File: src/rtl/irq_dispatch_seq.sv
// Sequential dispatch stage behind the 27-channel interrupt priority encoder:
// qualifies the winning request, runs the CPU req/ack handshake and masks the in-service channel.
module irq_dispatch_seq #(
  parameter int STABLE_CYCLES = 2,
  parameter int TIMEOUT       = 255,
  parameter int CNT_W         = 8,
  parameter int NCH           = 9
) (
  input  logic           blif_clk_net,
  input  logic           blif_reset_net,
  input  logic           grp_a,
  input  logic           grp_b,
  input  logic           grp_c,
  input  logic [3:0]     chan_num,
  output logic           irq_o,
  input  logic           irq_ack_i,
  output logic [5:0]     vec_o,
  output logic           vec_valid_o,
  input  logic           eoi_i,
  output logic [NCH-1:0] en_mask_o,
  output logic           busy_o,
  output logic           err_o,
  input  logic           err_clr_i
);

  typedef enum logic [1:0] {S_IDLE, S_QUAL, S_REQ, S_SVC} state_t;

  localparam logic [CNT_W-1:0] CNT_ONE = CNT_W'(1);
  localparam logic [CNT_W-1:0] ST_LAST = CNT_W'(STABLE_CYCLES - 1);
  localparam logic [CNT_W-1:0] TO_LAST = CNT_W'(TIMEOUT - 1);

  state_t           r_state, w_state_nxt;
  logic             r_irq, w_irq_nxt;
  logic [5:0]       r_vec, w_vec_nxt;
  logic             r_vv, w_vv_nxt;
  logic [NCH-1:0]   r_mask, w_mask_nxt;
  logic             r_busy, w_busy_nxt;
  logic             r_err, w_err_nxt;
  logic [CNT_W-1:0] r_cnt, w_cnt_nxt;
  logic [CNT_W-1:0] r_tcnt, w_tcnt_nxt;
  logic             w_req, w_chan_ok, w_err_set;
  logic [1:0]       w_grp;
  logic [5:0]       w_sample;

  // State and output registers
  always_ff @(posedge blif_clk_net or negedge blif_reset_net) begin
    if (!blif_reset_net) begin
      r_state <= S_IDLE;
      r_irq   <= 1'b0;
      r_vec   <= 6'd0;
      r_vv    <= 1'b0;
      r_mask  <= {NCH{1'b1}};
      r_busy  <= 1'b0;
      r_err   <= 1'b0;
      r_cnt   <= '0;
      r_tcnt  <= '0;
    end else begin
      r_state <= w_state_nxt;
      r_irq   <= w_irq_nxt;
      r_vec   <= w_vec_nxt;
      r_vv    <= w_vv_nxt;
      r_mask  <= w_mask_nxt;
      r_busy  <= w_busy_nxt;
      r_err   <= w_err_nxt;
      r_cnt   <= w_cnt_nxt;
      r_tcnt  <= w_tcnt_nxt;
    end
  end

  // Next-state and next-output logic
  always_comb begin
    w_state_nxt = r_state;
    w_irq_nxt   = r_irq;
    w_vec_nxt   = r_vec;
    w_vv_nxt    = 1'b0;
    w_mask_nxt  = r_mask;
    w_cnt_nxt   = r_cnt;
    w_tcnt_nxt  = r_tcnt;
    w_err_set   = 1'b0;
    w_req       = grp_a | grp_b | grp_c;
    w_chan_ok   = (chan_num <= 4'd8);
    // Group A outranks B, which outranks C
    if (grp_a) begin
      w_grp = 2'b01;
    end else if (grp_b) begin
      w_grp = 2'b10;
    end else if (grp_c) begin
      w_grp = 2'b11;
    end else begin
      w_grp = 2'b00;
    end
    w_sample = {w_grp, chan_num};

    case (r_state)
      S_IDLE: begin
        if (w_req && w_chan_ok) begin
          w_vec_nxt = w_sample;
          w_cnt_nxt = CNT_ONE;
          if (STABLE_CYCLES == 1) begin
            w_state_nxt = S_REQ;
            w_irq_nxt   = 1'b1;
            w_tcnt_nxt  = '0;
          end else begin
            w_state_nxt = S_QUAL;
          end
        end else if (w_req) begin
          w_err_set = 1'b1;
        end else begin
          w_cnt_nxt = '0;
        end
      end
      S_QUAL: begin
        if (!w_req || !w_chan_ok) begin
          w_state_nxt = S_IDLE;
          w_cnt_nxt   = '0;
          w_err_set   = w_req;
        end else if (w_sample == r_vec) begin
          if (r_cnt >= ST_LAST) begin
            w_state_nxt = S_REQ;
            w_irq_nxt   = 1'b1;
            w_tcnt_nxt  = '0;
            w_cnt_nxt   = '0;
          end else begin
            w_cnt_nxt = r_cnt + CNT_ONE;
          end
        end else begin
          w_vec_nxt = w_sample;
          w_cnt_nxt = CNT_ONE;
        end
      end
      S_REQ: begin
        // Ack takes precedence over a timeout landing on the same edge
        if (irq_ack_i) begin
          w_vv_nxt               = 1'b1;
          w_irq_nxt              = 1'b0;
          w_mask_nxt[r_vec[3:0]] = 1'b0;
          w_state_nxt            = S_SVC;
          w_tcnt_nxt             = '0;
        end else if (r_tcnt >= TO_LAST) begin
          w_err_set   = 1'b1;
          w_irq_nxt   = 1'b0;
          w_state_nxt = S_IDLE;
          w_tcnt_nxt  = '0;
        end else begin
          w_tcnt_nxt = r_tcnt + CNT_ONE;
        end
      end
      S_SVC: begin
        if (eoi_i) begin
          w_mask_nxt[r_vec[3:0]] = 1'b1;
          w_state_nxt            = S_IDLE;
        end else begin
          w_state_nxt = S_SVC;
        end
      end
      default: begin
        w_state_nxt = S_IDLE;
        w_irq_nxt   = 1'b0;
      end
    endcase

    if (w_err_set) begin
      w_err_nxt = 1'b1;
    end else if (err_clr_i) begin
      w_err_nxt = 1'b0;
    end else begin
      w_err_nxt = r_err;
    end
    w_busy_nxt = (w_state_nxt != S_IDLE);
  end

  assign irq_o       = r_irq;
  assign vec_o       = r_vec;
  assign vec_valid_o = r_vv;
  assign en_mask_o   = r_mask;
  assign busy_o      = r_busy;
  assign err_o       = r_err;

endmodule

File: config.mk
export PLATFORM = sky130hd
export DESIGN_NAME = irq_dispatch_seq
export DESIGN_NICKNAME = d
export VERILOG_FILES = /design/src/rtl/irq_dispatch_seq.sv
export SDC_FILE = /design/constraint.sdc
export NUM_CORES = 1
export LEC_CHECK = 0
export CAP_MARGIN = 5
export CORE_ASPECT_RATIO = 1.75
export CORE_MARGIN = 3
export CORE_UTILIZATION = 35
export CTS_BUF_LIST = sky130_fd_sc_hd__clkbuf_8 sky130_fd_sc_hd__clkbuf_16
export DETAILED_ROUTE_END_ITERATION = 6
export PLACE_DENSITY = 0.58
export SYNTH_ARGS = -nofsm -noshare
export SYNTH_HDL_FRONTEND = slang
export SYNTH_SLANG_ARGS = --single-unit
File: constraint.sdc
create_clock -name blif_clk_net -period 2.2 [get_ports blif_clk_net]
set_input_delay 0.44 -clock blif_clk_net [delete_from_list [all_inputs] [get_ports blif_clk_net]]
set_output_delay 0.44 -clock blif_clk_net [all_outputs]
set_load 0.005 [all_outputs]
==> flow_summary_export.csv <==
group,metric,value,unit
synth,yosysUniqueCellTypes,45,
finish,layout-drive-gt1-share,25.0,%
sta,timing.fmax,514,MHz
power_and_ir_drop,switchingPower,0.000476,W
power_and_ir_drop,power.sequential.fraction,43.9,%
synth,synth_async_sr_flop_share,100,%
power_and_ir_drop,power_frac_comb,17.4,%
synth,post_synth_main_area_contributors,"dfrtp_1 (37%), dfstp_2 (12%), mux2_2 (8.8%)",
synth,avgSynthCellArea,10.8,um2
synth,mappedNetlistArea,1910,um2
power_and_ir_drop,p_per_area,730,nW/um2
sta,rsz_0062_raised_after_global_routing,"no",
power_and_ir_drop,worst_ir_drop_vdd,0.455,mV
clock_tree,maximum_root_to_sink_buffer_count,2,
clock_tree,master_cell_of_the_clock_root_buffer,"clkbuf_8",
clock_tree,clock_latency,0.30,ns
sta,shortest_period_the_worst_path_allows,1.95,ns
finish,layout.cells.most_common,"clkdlybuf4s50_1",
finish,layout.cells.most_common_list,"clkdlybuf4s50_1 (30), dfrtp_1 (28), nand2_1 (19), mux2_2 (15), buf_4 (13)",
synth,yosys.area.top_type,"dfrtp_1",
place,hpwl,3.24,mm
critical_path,critPathCaptureType,"flip-flop",
floorplanning,placeableCoreArea,5300,um2
clock_tree,cts.htree.levels,2,
route,route.layer.met1.wl,1.60,mm
sta,post_route_setup_tns,0,ns
clock_tree,cts-buffers-inserted,5,
clock_tree,cts_setup_buffers,0,
synth,number_of_synthesized_flops_with_an_enable_pin,0,
floorplanning,boundaryPins,31,
clock_tree,ctsHoldBuffers,0,
place,port_buffers,30,
route,routed-via-count,1501,
power_and_ir_drop,netSwitchingFraction,26.0,%
clock_tree,clock-sinks,37,
global_route,grt_max_degree,38,
critical_path,crit_path_start_kind,"input pin",
global_route,first_global_vias,1472,
place,gp_routability_congestion,0.825,
synth,sequential_to_total_area_share_from_yosys_stat,49.0,%
route,drt.antenna.violating_nets,0,
sta,hold_viol,0,
route,detailroute.wirelength.met3,163,um
synth,mappedNetlistNets,194,
finish,diodes,0,
critical_path,critPathRequiredTime,2.38,ns
floorplanning,effective_utilization_at_floorplan,36.1,%
sta,clock_skew,0.0105,ns
route,first_drt_iteration_drcs,48,
route,route.top_layer_used,"met4",
finish,area_growth,31.3,%
synth,ys_ff_latch,37,
flow_run,maxCapViolCount,0,
clock_tree,cts_tree,"yes",
power_and_ir_drop,p_leak,1.08,nW
floorplanning,floorplan.die.width,61.9,um
finish,final-instance-count-excl-fill,298,
critical_path,worstPathArrival,2.13,ns
floorplanning,floorplan.die_area,6430,um2
place,dp.cells,290,
clock_tree,cts_repair_resize_count,0,
sta,finalMaxSlewViolations,0,
clock_tree,clkTransAtPathRegs,0.07,ns
route,via_cell_ratio,5.04,
floorplanning,row_count,35,
route,routedWlPerCell,14.2,um
power_and_ir_drop,internal_power,0.00136,W
global_route,antenna_violations_before_repair,0,
sta,max-slew-margin-rel,68.0,%
place,post_detailed_placement_cell_area,2380,um2
critical_path,worstSetupPathType,"in -> reg",
floorplanning,die_height,104,um
route,finalWirelength,4.22,mm
finish,finalInstanceArea,2510,um2
route,drt_first_pass_iters,4,
min_path,hp-class,"reg -> reg",
critical_path,worstPathMaxFanout,6,
global_route,grt-ovfl-total,0,
synth,synthesis.instances,177,
synth,dominantRegCellSynth,"dfrtp_1",
sta,min_period_over_period,88.5,%
global_route,grt_pass1_wl,6.81,mm
run_status,status,"finished, final reports clean",
power_and_ir_drop,clock_power_share,38.7,%
sta,tightest_slew,0.474,ns
route,detail_route.drc_violations,0,
route,met2_length,2.38,mm
finish,design.final.nets,240,
synth,netlist.area_leader.share,36.6,%
synth,yosysWarningCount,0,
global_route,grt.total_usage,14.2,%
sta,finish_stage_setup_viols,0,
[critical path: stages]
cell,delay (ns)
clkdlybuf4s50_1,0.42
or3_1,0.39
a211oi_2,0.29
o211a_4,0.22
a21oi_4,0.08
a211o_1,0.30
[worst paths after layout]
kind,depth (start not counted),startpoint,slack [ns],end
min,1,r_cnt[6],0.49,r_cnt[6]
max in group asynchronous,2,blif_reset_net,1.28,async pin
min reg2reg,1,r_cnt[6],0.49,r_cnt[6]
max reg2reg,5,vec_o[4],0.39,r_tcnt[2]
min in group asynchronous,2,blif_reset_net,0.56,r_cnt[3]
max,6,grp_c,0.25,r_tcnt[2]
[cells in the mapped netlist, drive strengths merged, types with 2 or more instances]
library cell,number
or3,2
nor2,10
nand3,6
and3,3
o21ai,7
o2bb2ai,3
dfstp,9
clkbuf,4
xor2,3
inv,7
nor3,6
dfrtp,28
a21o,2
and2,8
a21oi,7
mux2,15
nor3b,3
ha,5
o211ai,3
o31ai,3
nor4,2
a22o,4
nor2b,3
nand2,19
[power by group through the flow]
stage | Combinational [W] | Clock [W] | Sequential, W
3_3_place_gp | 0.000325 | 0 | 0.000815
4_1_cts | 0.000327 | 0.000724 | 0.000804
2_1_floorplan | 0.000170 | 0 | 0.000796
3_5_place_dp | 0.000325 | 0 | 0.000817
6_report | 0.000320 | 0.000710 | 0.000804
5_1_grt | 0.000354 | 0.000755 | 0.000817
[kinds of logic (layout without fill, tap and decap cells)]
family / after synthesis / count (layout) / share of synthesized area, %
fa+ha+maj: 5 / 5 / 3.27
simple gates: 66 / 66 / 18.0
buf+inv: 11 / 58 / 2.68
mux: 15 / 15 / 8.82
flops: 37 / 37 / 49.0
compound gates: 39 / 39 / 16.5
xor+xnor: 4 / 4 / 1.83
[layer usage]
| metal | vias to the layer above | global-route usage (%) |
|---|---|---|
| li1 | 735 | - |
| met1 | 729 | 15.1 |
| met2 | 31 | 25.9 |
| met3 | 6 | 2.87 |
| met4 | 0 | 5.01 |
| met5 | - | 0 |
[stage by stage]
step                worst slack (ns)  total power [W]  util [%]  hold slack [ns]
floorplan                      0.416         0.000966         -            0.144
global placement             -0.0341          0.00114      44.9            0.471
detailed placement           -0.0552          0.00114      44.9            0.475
CTS                            0.252          0.00185      47.4            0.497
global route                   0.165          0.00193      47.4            0.515
finish                         0.253          0.00183      47.4            0.492
[cell type report]
type	instances	area, um2
well taps	74	92.6
clock inverters	3	65.1
fillers	501	2790
repair buffers	43	398
inverters	7	26.3
flip-flops and latches	37	937
clock buffers	5	68.8
multi-input cells	129	926
Note: power is estimated with default switching activity, not from simulation.
